<file path="config.mk">
export PLATFORM = sky130hd
export DESIGN_NAME = uart_tx_fifo
export DESIGN_NICKNAME = d
export VERILOG_FILES = /design/src/rtl/uart_tx_fifo.sv
export SDC_FILE = /design/constraint.sdc
export NUM_CORES = 1
export LEC_CHECK = 0
export ABC_AREA = 1
export CAP_MARGIN = 20
export CORE_ASPECT_RATIO = 0.9
export CORE_MARGIN = 3
export CORE_UTILIZATION = 60
export CTS_CLUSTER_SIZE = 10
export DETAILED_ROUTE_END_ITERATION = 10
export GPL_TIMING_DRIVEN = 1
export PLACE_DENSITY = 0.83
export SLEW_MARGIN = 20
export SYNTH_ARGS = -nofsm -noshare
export SYNTH_HDL_FRONTEND = slang
export SYNTH_SLANG_ARGS = --single-unit
</file>
<file path="constraint.sdc">
create_clock -name clk -period 2.3 [get_ports clk]
set_input_delay 0.69 -clock clk [delete_from_list [all_inputs] [get_ports clk]]
set_output_delay 0.69 -clock clk [all_outputs]
set_load 0.02 [all_outputs]
</file>
<file path="src/rtl/uart_tx_fifo.sv">
// -----------------------------------------------------------------------------
// uart_tx_fifo
//   UART transmitter with an integrated transmit FIFO. Frame format is fixed at
//   elaboration: DATA_BITS (5..9) data bits sent LSB first, optional odd/even
//   parity, STOP_BITS (1 or 2) stop bits. Queued words are sent back-to-back
//   with no idle gap between frames.
//
//   Optional feature macro: UART_TX_BREAK_EN
//     When defined, adds input txBreak. While it is high the line is forced low,
//     any frame in progress completes internally, and no new word is popped.
//
// Ports
//   clk       in   system clock, all logic on posedge
//   rst_n     in   asynchronous active-low reset
//   wrEn      in   push din into the FIFO when full is low
//   din       in   data word, LSB transmitted first
//   txBreak   in   (UART_TX_BREAK_EN only) force line low / hold off new frames
//   full      out  FIFO holds FIFO_DEPTH entries
//   count     out  FIFO occupancy
//   overflow  out  one-cycle pulse after a write attempted while full
//   busy      out  transmitter active or FIFO non-empty
//   txPin     out  serial line, idles high
// -----------------------------------------------------------------------------
module uart_tx_fifo #(
    parameter int CLOCK      = 50_000_000,
    parameter int BAUD       = 115_200,
    parameter int DATA_BITS  = 8,
    parameter int PARITY     = 0,
    parameter int STOP_BITS  = 1,
    parameter int FIFO_DEPTH = 16
) (
    input  logic                        clk,
    input  logic                        rst_n,
    input  logic                        wrEn,
    input  logic [DATA_BITS-1:0]        din,
`ifdef UART_TX_BREAK_EN
    input  logic                        txBreak,
`endif
    output logic                        full,
    output logic [$clog2(FIFO_DEPTH):0] count,
    output logic                        overflow,
    output logic                        busy,
    output logic                        txPin
);

    localparam int CLKS_PER_BIT = CLOCK / BAUD;
    localparam int CLK_W        = $clog2(CLKS_PER_BIT);
    localparam int PTR_W        = $clog2(FIFO_DEPTH);
    localparam int CNT_W        = PTR_W + 1;

    localparam logic [CLK_W-1:0] CLK_LAST  = CLK_W'(CLKS_PER_BIT - 1);
    localparam logic [3:0]       DATA_LAST = 4'(DATA_BITS - 1);
    localparam logic [3:0]       STOP_LAST = 4'(STOP_BITS - 1);
    localparam logic [CNT_W-1:0] CNT_FULL  = CNT_W'(FIFO_DEPTH);
    localparam logic             PAR_EN    = (PARITY != 0);
    localparam logic             PAR_ODD   = (PARITY == 1);

    typedef enum logic [2:0] {
        S_IDLE,
        S_START,
        S_DATA,
        S_PARITY,
        S_STOP
    } state_t;

    // FSM / datapath registers
    state_t               r_state;
    logic [CLK_W-1:0]     r_clk_cnt;
    logic [3:0]           r_bit_idx;   // data bit index, reused to count stop bits
    logic [DATA_BITS-1:0] r_shift;
    logic                 r_parity;
    logic                 r_tx;
    logic                 r_busy;

    // FIFO registers
    logic [DATA_BITS-1:0] r_mem [FIFO_DEPTH];
    logic [PTR_W-1:0]     r_wr_ptr;
    logic [PTR_W-1:0]     r_rd_ptr;
    logic [CNT_W-1:0]     r_count;
    logic                 r_full;
    logic                 r_overflow;

    // Combinational next-state values
    state_t               w_state_nxt;
    logic [CLK_W-1:0]     w_clk_nxt;
    logic [3:0]           w_bit_nxt;
    logic [DATA_BITS-1:0] w_shift_nxt;
    logic                 w_par_nxt;
    logic                 w_tx_nxt;
    logic [CNT_W-1:0]     w_count_nxt;
    logic                 w_push;
    logic                 w_pop;
    logic                 w_can_pop;
    logic                 w_bit_end;
    logic                 w_break;
    logic [DATA_BITS-1:0] w_head;
    logic                 w_head_par;

`ifdef UART_TX_BREAK_EN
    assign w_break = txBreak;
`else
    assign w_break = 1'b0;
`endif

    assign w_push     = wrEn && !r_full;
    assign w_can_pop  = (r_count != '0) && !w_break;
    assign w_bit_end  = (r_clk_cnt == CLK_LAST);
    assign w_head     = r_mem[r_rd_ptr];
    assign w_head_par = PAR_ODD ? ~(^w_head) : (^w_head);

    // -------------------------------------------------------------------------
    // Next-state logic. A pop is only ever requested from IDLE or from the last
    // cycle of STOP; both reload the frame the same way, so the reload is
    // applied once after the case.
    // -------------------------------------------------------------------------
    // NOTE: combinational blocks use blocking '=' and assign every output a
    // default first, so no path leaves a value held and no latch is inferred.
    always_comb begin
        w_state_nxt = r_state;
        w_clk_nxt   = r_clk_cnt + 1'b1;
        w_bit_nxt   = r_bit_idx;
        w_shift_nxt = r_shift;
        w_par_nxt   = r_parity;
        w_pop       = 1'b0;

        case (r_state)
            S_IDLE: begin
                w_clk_nxt = '0;
                w_pop     = w_can_pop;
            end
            S_START: begin
                if (w_bit_end) begin
                    w_clk_nxt   = '0;
                    w_bit_nxt   = '0;
                    w_state_nxt = S_DATA;
                end
            end
            S_DATA: begin
                if (w_bit_end) begin
                    w_clk_nxt   = '0;
                    w_shift_nxt = r_shift >> 1;   // next data bit moves to bit 0
                    if (r_bit_idx == DATA_LAST) begin
                        w_bit_nxt   = '0;
                        w_state_nxt = PAR_EN ? S_PARITY : S_STOP;
                    end else begin
                        w_bit_nxt = r_bit_idx + 1'b1;
                    end
                end
            end
            S_PARITY: begin
                if (w_bit_end) begin
                    w_clk_nxt   = '0;
                    w_bit_nxt   = '0;
                    w_state_nxt = S_STOP;
                end
            end
            S_STOP: begin
                if (w_bit_end) begin
                    w_clk_nxt = '0;
                    if (r_bit_idx == STOP_LAST) begin
                        w_bit_nxt   = '0;
                        w_state_nxt = S_IDLE;
                        w_pop       = w_can_pop;  // zero-gap chaining
                    end else begin
                        w_bit_nxt = r_bit_idx + 1'b1;
                    end
                end
            end
            default: begin
                w_state_nxt = S_IDLE;
                w_clk_nxt   = '0;
                w_bit_nxt   = '0;
            end
        endcase

        if (w_pop) begin
            w_state_nxt = S_START;
            w_clk_nxt   = '0;
            w_bit_nxt   = '0;
            w_shift_nxt = w_head;
            w_par_nxt   = w_head_par;
        end
    end

    // Line level for the current state; registered below, so the pin trails
    // the state by one cycle while every bit keeps its full width.
    always_comb begin
        w_tx_nxt = 1'b1;
        case (r_state)
            S_START:  w_tx_nxt = 1'b0;
            S_DATA:   w_tx_nxt = r_shift[0];
            S_PARITY: w_tx_nxt = r_parity;
            default:  w_tx_nxt = 1'b1;
        endcase
        if (w_break) begin
            w_tx_nxt = 1'b0;
        end
    end

    always_comb begin
        w_count_nxt = r_count;
        if (w_push && !w_pop) begin
            w_count_nxt = r_count + 1'b1;
        end else if (!w_push && w_pop) begin
            w_count_nxt = r_count - 1'b1;
        end
    end

    // -------------------------------------------------------------------------
    // State register
    // -------------------------------------------------------------------------
    // NOTE: sequential blocks use non-blocking '<=' so every register samples
    // pre-edge values regardless of statement order.
    always_ff @(posedge clk or negedge rst_n) begin
        if (!rst_n) begin
            r_state   <= S_IDLE;
            r_clk_cnt <= '0;
            r_bit_idx <= '0;
            r_shift   <= '0;
            r_parity  <= 1'b0;
            r_tx      <= 1'b1;
            r_busy    <= 1'b0;
        end else begin
            r_state   <= w_state_nxt;
            r_clk_cnt <= w_clk_nxt;
            r_bit_idx <= w_bit_nxt;
            r_shift   <= w_shift_nxt;
            r_parity  <= w_par_nxt;
            r_tx      <= w_tx_nxt;
            r_busy    <= (r_state != S_IDLE) || (r_count != '0);
        end
    end

    // -------------------------------------------------------------------------
    // FIFO control. A write while full is dropped even if a pop frees a slot
    // in the same cycle, which keeps overflow a pure function of full.
    // -------------------------------------------------------------------------
    always_ff @(posedge clk or negedge rst_n) begin
        if (!rst_n) begin
            r_wr_ptr   <= '0;
            r_rd_ptr   <= '0;
            r_count    <= '0;
            r_full     <= 1'b0;
            r_overflow <= 1'b0;
        end else begin
            if (w_push) begin
                r_wr_ptr <= r_wr_ptr + 1'b1;
            end
            if (w_pop) begin
                r_rd_ptr <= r_rd_ptr + 1'b1;
            end
            r_count    <= w_count_nxt;
            r_full     <= (w_count_nxt == CNT_FULL);
            r_overflow <= wrEn && r_full;
        end
    end

    // NOTE: the storage array has no reset; entries are only read after being
    // written, and a reset port on it would block mapping to RAM.
    always_ff @(posedge clk) begin
        if (w_push) begin
            r_mem[r_wr_ptr] <= din;
        end
    end

    assign full     = r_full;
    assign count    = r_count;
    assign overflow = r_overflow;
    assign busy     = r_busy;
    assign txPin    = r_tx;

endmodule
</file>
-- Word-level counts from Yosys, hierarchy flattened
Memories as Yosys holds them, arrays and structs flattened.
Index checks and enable logic that the tools add are counted.
- add/subtract/negate cells: 6
- eq/ne operators: 15
- mux-type cells: 29
- reduce and logical (&&, ||, !) cells: 20
- operators with widths (operator ; count):
    $mux 9 ; 3
    $mux 4 ; 6
    $mux 8 ; 3
    $mux 3 ; 7
    $ne 3x3->1 const B ; 6
    $pmux 4 s4 ; 1
    $pmux 3 s5 ; 1
    $add 4x1->4 const B ; 3
    $mux 5 ; 2
    $add 9x1->9 const B ; 1
    $eq 9x9->1 const B ; 1
    $reduce_xor 8->1 ; 1
    $reduce_and 7->1 ; 1
    $eq 3x2->1 const B ; 2
    $add 5x1->5 const B ; 1
    $eq 5x5->1 const B ; 1
    $reduce_bool 5->1 ; 1
    $sub 5x1->5 const B ; 1
    $eq 4x3->1 const B ; 1
    $logic_and 1x1->1 ; 4
    $logic_not 4->1 ; 1
    $mux 1 ; 4
    $reduce_and 4->1 ; 1
    $reduce_bool 2->1 ; 2
    other kinds (13) ; 15
- flip-flop bits (word level): 42
- bits in writable memories: 128
- input bits: 11
- word-level logic and storage cells: 83
- memories kept: 1
- memory list (name ; words ; width ; read ports ; clocked after Yosys merged registers in ; write ports ; RTL line ; text):
    r_mem ; 16 ; 8 ; 1 ; 0 ; 1 ; 76 ; logic [DATA_BITS-1:0] r_mem [FIFO_DEPTH];

-- Logic depth before layout (Yosys ltp)
Gate-level depths: netlist of the first run.
- word-level depth: 8
- depth in mapped cells: 19
- mapped depth without buffers: 17

-- Worst setup path before layout of the first run
Ideal clock, no wire load.
- path type: input -> register
- from: in wrEn
- to: mem r_mem[11][0] (enable)
- setup time: 0.370 ns
- arrival time: 1.683 ns
- data required time: 1.930 ns
- setup slack: 0.247 ns
- cell stages on the path: 4
- path through: inv_1 > nor2_1 > nand2_1 > nor2_1
- cells in the longest elaborated chain, start to end: 3
- RTL lines (element ; RTL line ; text):
    start: declaration ; 34 ; input logic wrEn,
    $logic_and 1x1->1 ; 105 ; assign w_push = wrEn && !r_full;
    $mux 1 ; 261 ; if (w_push) begin
    $mux 1 (not written as such) ; 262 ; r_mem[r_wr_ptr] <= din;
    end: declaration ; 76 ;
No other way between the ends.

-- Final worst setup path of the first run
- from: reg r_count[1] (netlist: count[1])
- to: out count[1]
- RTL lines (element ; RTL line ; text):
    start: declaration ; 79 ; logic [CNT_W-1:0] r_count;
    start signal: assignment ; 252 ; r_count <= w_count_nxt;
    end: declaration ; 40 ; output logic [$clog2(FIFO_DEPTH):0] count,
No word-level cell between the ends.

==> results of run 1 <==
[logic make-up (layout without fill, tap and decap cells)]
logic type	Yosys count	count (layout)	synth area share, %
simple gates	418	418	22.3
xor+xnor	15	15	1.71
compound gates	45	45	3.61
fa+ha+maj	12	12	1.95
flops	170	170	63.6
buf+inv	125	188	6.78
[registers in the layout, indices dropped and copies added, names as in the netlist]
register	count
overflow	1
r_wr_ptr	4
r_bit_idx	4
r_rd_ptr	4
r_parity	1
r_mem	128
r_clk_cnt	9
full	1
count	5
txPin	1
busy	1
r_shift	8
r_state	3
[placed cells by master, fill, tap and decap left out, drive strengths merged, types with 2 or more instances in the layout]
cell type / synthesis / layout
edfxtp: 128 / 128
ha: 12 / 12
a221oi: 6 / 6
dfrtp: 41 / 41
nor2: 75 / 75
clkdlybuf4s50: 0 / 17
xor2: 14 / 14
nand4: 5 / 5
nor3b: 2 / 2
clkinvlp: 0 / 4
clkinv: 2 / 9
o21ai: 24 / 24
inv: 96 / 97
nor3: 4 / 4
nand2: 246 / 246
nand3: 85 / 85
o211ai: 8 / 8
a21oi: 4 / 4
clkbuf: 4 / 20
buf: 23 / 40
[per-stage QoR]
stage / util [%] / power, mW / TNS (ps) / hold slack (ps) / area, µm²
CTS: 71.4 / 7.38 / 0 / 240 / 8760
global placement: 67.2 / 4.83 / -64.8 / 473 / 8240
floorplan: - / 4.42 / 0 / 394 / 7690
finish: 71.4 / 7.37 / 0 / 248 / 8760
detailed placement: 67.2 / 4.91 / -1000 / 476 / 8240
global route: 71.4 / 7.67 / 0 / 272 / 8760
[synth_stat cells]
library cell / number
sky130_fd_sc_hd__o21ai_2: 1
sky130_fd_sc_hd__clkinv_1: 2
sky130_fd_sc_hd__a22oi_1: 1
sky130_fd_sc_hd__or2_2: 1
sky130_fd_sc_hd__dfstp_2: 1
sky130_fd_sc_hd__o21ai_1: 1
sky130_fd_sc_hd__buf_2: 18
sky130_fd_sc_hd__nor3b_1: 2
sky130_fd_sc_hd__nor2_1: 72
sky130_fd_sc_hd__a221oi_1: 6
sky130_fd_sc_hd__xor2_1: 14
sky130_fd_sc_hd__inv_1: 88
sky130_fd_sc_hd__nand2_1: 244
sky130_fd_sc_hd__o21ai_0: 22
sky130_fd_sc_hd__nor2_2: 3
sky130_fd_sc_hd__nand4_1: 5
sky130_fd_sc_hd__ha_1: 12
sky130_fd_sc_hd__dfrtp_1: 41
sky130_fd_sc_hd__edfxtp_1: 128
sky130_fd_sc_hd__a21oi_1: 4
sky130_fd_sc_hd__inv_2: 8
sky130_fd_sc_hd__a211oi_1: 1
sky130_fd_sc_hd__xnor2_1: 1
sky130_fd_sc_hd__nand2_2: 2
sky130_fd_sc_hd__buf_4: 2
sky130_fd_sc_hd__clkbuf_1: 4
sky130_fd_sc_hd__o211ai_1: 8
sky130_fd_sc_hd__buf_6: 3
sky130_fd_sc_hd__nand3_1: 85
sky130_fd_sc_hd__nor3_1: 4
sky130_fd_sc_hd__o22ai_1: 1
[metal layers]
metal  track usage [%]  part of all wire (%)  up-vias
li1                  -                     -     2660
met1              34.0                    40     2681
met2              44.0                    50      281
met3              5.85                   8.1       40
met4              9.18                   1.9        0
met5                 0                     0        -
[where the power goes]
group	internal, mW	switching [mW]	leakage (nW)	total [mW]
registers	3.62	0.170	1.68	3.79
clock network	1.37	1.12	0.239	2.49
logic	0.374	0.723	1.88	1.10
[path summary, 6_finish.rpt]
kind / to
max in group asynchronous: r_clk_cnt[5]
min in group clk: r_parity
min: r_wr_ptr[2]
max: count[1]
min reg2reg: r_parity
max reg2reg: r_shift[4]
[cell type report]
type / count / area (µm²) / share of cell area (%)
multi-input cells: 490 / 2280 / 26.0
clock buffers: 20 / 437 / 4.98
inverters: 98 / 368 / 4.20
clock inverters: 12 / 77.6 / 0.885
well taps: 160 / 200 / 2.28
flip-flops and latches: 170 / 4900 / 55.9
repair buffers: 58 / 505 / 5.77
[repair_timing]
item	in CTS	in global routing
resized for setup	0	2
buffers inserted	0	0
endpoints found under the setup margin	0	3
==> impl_results.md, run 1 <==
* Run status: finished, final reports clean
* Delay of the slowest cell on the worst path at 650 ps
* Final Max Tran Viols at 0
* Slowest cell on the critical path: sky130_fd_sc_hd__clkdlybuf4s50_1
* Mapped Nets at 808
* Die span in x at 125 µm
* Fraction of synthesized cell area taken by the top area cell type at 50.0%
* Number of cells on the worst reg-to-reg path at 7
* Per-instance average area after synthesis at 9.80 µm²
* Gate Count Post-Synth at 785
* Unique masters post-synth at 31
* Cell-by-cell trace of the critical path: clkdlybuf4s50_1
* Worst Tran Pin Value at 541 ps
* Critical path depth in cells at 1
* Sequential area share after synthesis at 63.6%
* IO Count at 20
* CTS clock-pin slew for the worst setup and hold paths at 60 ps
* Chip Height at 113 µm
* Initial Utilization at 62.7%
* Detail-routed via count per cell at 5.62
* Post-synthesis instance area at 7690 µm²
* Number of filler instances in the final layout at 864
* Overall overflow remaining after global route at 0
* VDD IR max at 0.000901 V
* Half-perimeter wire length of the detailed placement result at 12000 µm
* Family with the most delay on the worst path: buffers and inverters
* Max Cap Viol at 0
* Static Leak at 3.79 nW
* Number of nets with antenna violations after routing at 0
* Site Rows at 38
* Post-Route Skew at 12.1 ps
* Number of iterations in the first detailed-routing pass at 5
* First-pass GRT wire length at 28700 µm
* Pin count of the biggest net entering global routing at 48
* Number of remaining DRC errors at 0
* Kind of start point of the critical path: register
* Non-filler cells, final at 1008
* CTS Hold Bufs at 0
* GRT Total Usage at 26.1%
* Final worst setup slack at 80.1 ps
* Fraction of layout instances using a drive strength above 1 at 9.91%
* Number of hold-slack violations in the final timing report at 0
* Type of the worst setup path: reg2out
* Max FO, Critical Path at 5
* Root cell of the clock tree: sky130_fd_sc_hd__clkbuf_16
* Area Growth Syn to Fin at 13.9%
* TritonCTS clock tree: built
* Synthesis Warnings at 0
* Register-to-register setup slack at 210 ps
* Placed Instances at 976
* Post-Route WL at 17700 µm
* CTS Buf Count at 17
* Setup-failing EPs final at 0
* Floorplan Core Area at 12300 µm²
* Arrival time reported for the critical path endpoint at 1530 ps
* Class of the tightest hold or removal check: in2async
* Leading cell types by total area after synthesis: sky130_fd_sc_hd__edfxtp_1 (50%), sky130_fd_sc_hd__dfrtp_1 (13%), sky130_fd_sc_hd__nand2_1 (12%), sky130_fd_sc_hd__nand3_1 (5.5%), sky130_fd_sc_hd__inv_1 (4.3%)
* Clk_lat worst skew at 430 ps
* Max Freq at 0.450 GHz
* Sinks on Clock Net at 170
* CTS Buffer Depth at 2
* Final-stage net count at 858
* DR iter-0 viols at 657
* Unrepaired setup endpoints after global routing: false
* Die area at 14200 µm²
* Final worst path period share at 96.5%
* Vias in the first global route at 5699
* Largest area contributor in the netlist: sky130_fd_sc_hd__edfxtp_1
* Crit path required time at 1610 ps
* Detail-routed net length per standard cell at 17.5 µm
* Antenna diode instance count at 0
* Number of antenna violations at the first check in global routing at 0
* Combined buffer and inverter count along the critical path at 1
* Register bit total from synthesis at 170
* Total power per unit cell area at 841 nW/µm²
* Element type at the critical path end: primary output
* Final RePlAce weighted congestion at 0.886
* Number of vias after detailed routing at 5662
* Worst slack at placement at -80.6 ps
* Relative slew slack at 63.9%
* Count of port buffers added during placement at 19
* CTS HTree Levels at 4
* Source of the critical timing path: count[1]
* Final critical path time including I/O delays and setup at 2220 ps
* Launching point of the worst reg2reg path: count[1]
(Power assumes the default switching activity.)
==> inputs of run 2 (changes only) <==
- PLACE_DENSITY: 0.83 -> 0.78
==> impl_results.md, run 2 (synthesis gave the netlist of run 1 again) <==
* Number of remaining DRC errors at 0
* Total power per unit cell area at 866 nW/µm²
* Vias in the first global route at 5613
* Area Growth Syn to Fin at 15.2%
* Final worst path period share at 96.7%
* First-pass GRT wire length at 28400 µm
* Run status: finished, final reports clean
* Max FFs per register at 128
* Initial Utilization at 62.7%
* Max Cap Viol at 0
* Die span in x at 125 µm
* Clk_lat worst skew at 420 ps
* Cell Int Power at 5.69 mW
* Switching power summed over all nets at 1.98 mW
* Delay of the slowest cell on the worst path at 610 ps
* Slowest cell on the critical path: sky130_fd_sc_hd__clkdlybuf4s50_1
* Relative slew slack at 59.8%
* Final Max Tran Viols at 0
* Arrival time reported for the critical path endpoint at 1530 ps
* IO Count at 20
* Total chip power at 7.67 mW
* Combined buffer and inverter count along the critical path at 1
* CTS Buf Count at 17
* Static Leak at 3.83 nW
* Die area at 14200 µm²
* Detail-routed via count per cell at 5.64
* Setup TNS at 0 ps
* Count of port buffers added during placement at 19
* Setup-failing EPs final at 0
* Number of iterations in the first detailed-routing pass at 5
* Floorplan Core Area at 12300 µm²
* Class of the tightest hold or removal check: in2async
* Number of antenna violations at the first check in global routing at 0
* TritonCTS clock tree: built
* Combinational group share of total power at 14.3%
* CTS clock-pin slew for the worst setup and hold paths at 60 ps
* Post-Route Skew at 10.8 ps
* Final-stage net count at 859
* Cell-by-cell trace of the critical path: clkdlybuf4s50_1
* Crit path required time at 1610 ps
* Share of power burned in registers at 49.2%
* Worst Tran Pin Value at 603 ps
* Kind of start point of the critical path: register
* DR iter-0 viols at 716
* Half-perimeter wire length of the detailed placement result at 11300 µm
* Site Rows at 38
* Post-Route WL at 17700 µm
* Register ranked first by flip-flop count: r_mem
* Number of hold-slack violations in the final timing report at 0
* Commonest non-fill, non-tap cells in the layout: sky130_fd_sc_hd__nand2_1 (243), sky130_fd_sc_hd__edfxtp_1 (128), sky130_fd_sc_hd__inv_1 (88)
* Root cell of the clock tree: sky130_fd_sc_hd__clkbuf_16
* Most common cell after layout, fill and taps aside: sky130_fd_sc_hd__nand2_1
* CTS HTree Levels at 4
* Fraction of layout instances using a drive strength above 1 at 10.4%
* Worst slack at placement at 20.1 ps
* Number of vias after detailed routing at 5687
* Clock Power Share at 36.5%
* Max Freq at 0.450 GHz
* Detail-routed net length per standard cell at 17.5 µm
* Antenna diode instance count at 0
* Chip Height at 113 µm
* CTS Buffer Depth at 2
* Final RePlAce weighted congestion at 0.903
* Type of the worst setup path: reg2out
* Element type at the critical path end: primary output
* Final worst setup slack at 76.9 ps
* Overall overflow remaining after global route at 0
* Unrepaired setup endpoints after global routing: false
* GRT Total Usage at 26.1%
* Pin count of the biggest net entering global routing at 59
* Switching share of total power at 25.9%
* Final critical path time including I/O delays and setup at 2220 ps
* VDD IR max at 0.000576 V
* Max FO, Critical Path at 1
* Largest registers: r_mem (128), r_clk_cnt (9), r_shift (8)
* Number of nets with antenna violations after routing at 0
* Family with the most delay on the worst path: buffers and inverters
* Sinks on Clock Net at 170
## run 2: through the flow
step | instances | utilization, % | area (µm²) | hold slack (ps)
2_1_floorplan | 785 | - | 7690 | 394
6_report | 1008 | 72.2 | 8860 | 273
3_5_place_dp | 976 | 67.2 | 8240 | 487
4_1_cts | 1007 | 71.9 | 8820 | 284
5_1_grt | 1008 | 72.2 | 8860 | 302
3_3_place_gp | 976 | 67.2 | 8240 | 474
## run 2: timing repair
item                                    4_1_cts  5_1_grt
hold buffers                                  0        0
endpoints found under the setup margin        0        2
setup buffers                                 0        0
resized for setup                             0        3
## run 2: area by class of cell
class                           count  area (µm²)
Sequential cell                   170        4900
Fill cell                         843        3410
Multi-Input combinational cell    490        2280
Timing Repair Buffer               59         528
Clock buffer                       17         425
Inverter                           98         372
Tap cell                          160         200
Clock inverter                     14         156
## run 2: routing by layer
layer  share of wire (%)  GRT usage [%]  vias up
met5                   0              0        -
met4                 2.7           9.47        0
met3                 8.2           6.41       48
met2                  49           43.1      269
met1                  40           34.1     2706
li1                    -              -     2664
## run 2: worst paths after layout
kind                              from           to  slack (ps)  cells past startpoint
max                              txPin        txPin          80                      1
min reg2reg                       full     overflow         500                      2
max reg2reg                r_rd_ptr[0]     r_parity         160                     17
min                              rst_n   r_shift[0]         270                      1
min in group clk                  full     overflow         500                      2
max in group asynchronous        rst_n  r_rd_ptr[0]        1460                      2
## run 2: power by group through the flow
stage          clock [mW]  combinational [mW]  sequential, mW
3_5_place_dp            0                1.07            3.83
5_1_grt              2.96                1.22            3.80
2_1_floorplan           0               0.576            3.84
3_3_place_gp            0                1.03            3.83
6_report             2.80                1.10            3.78
4_1_cts              2.83                1.09            3.77
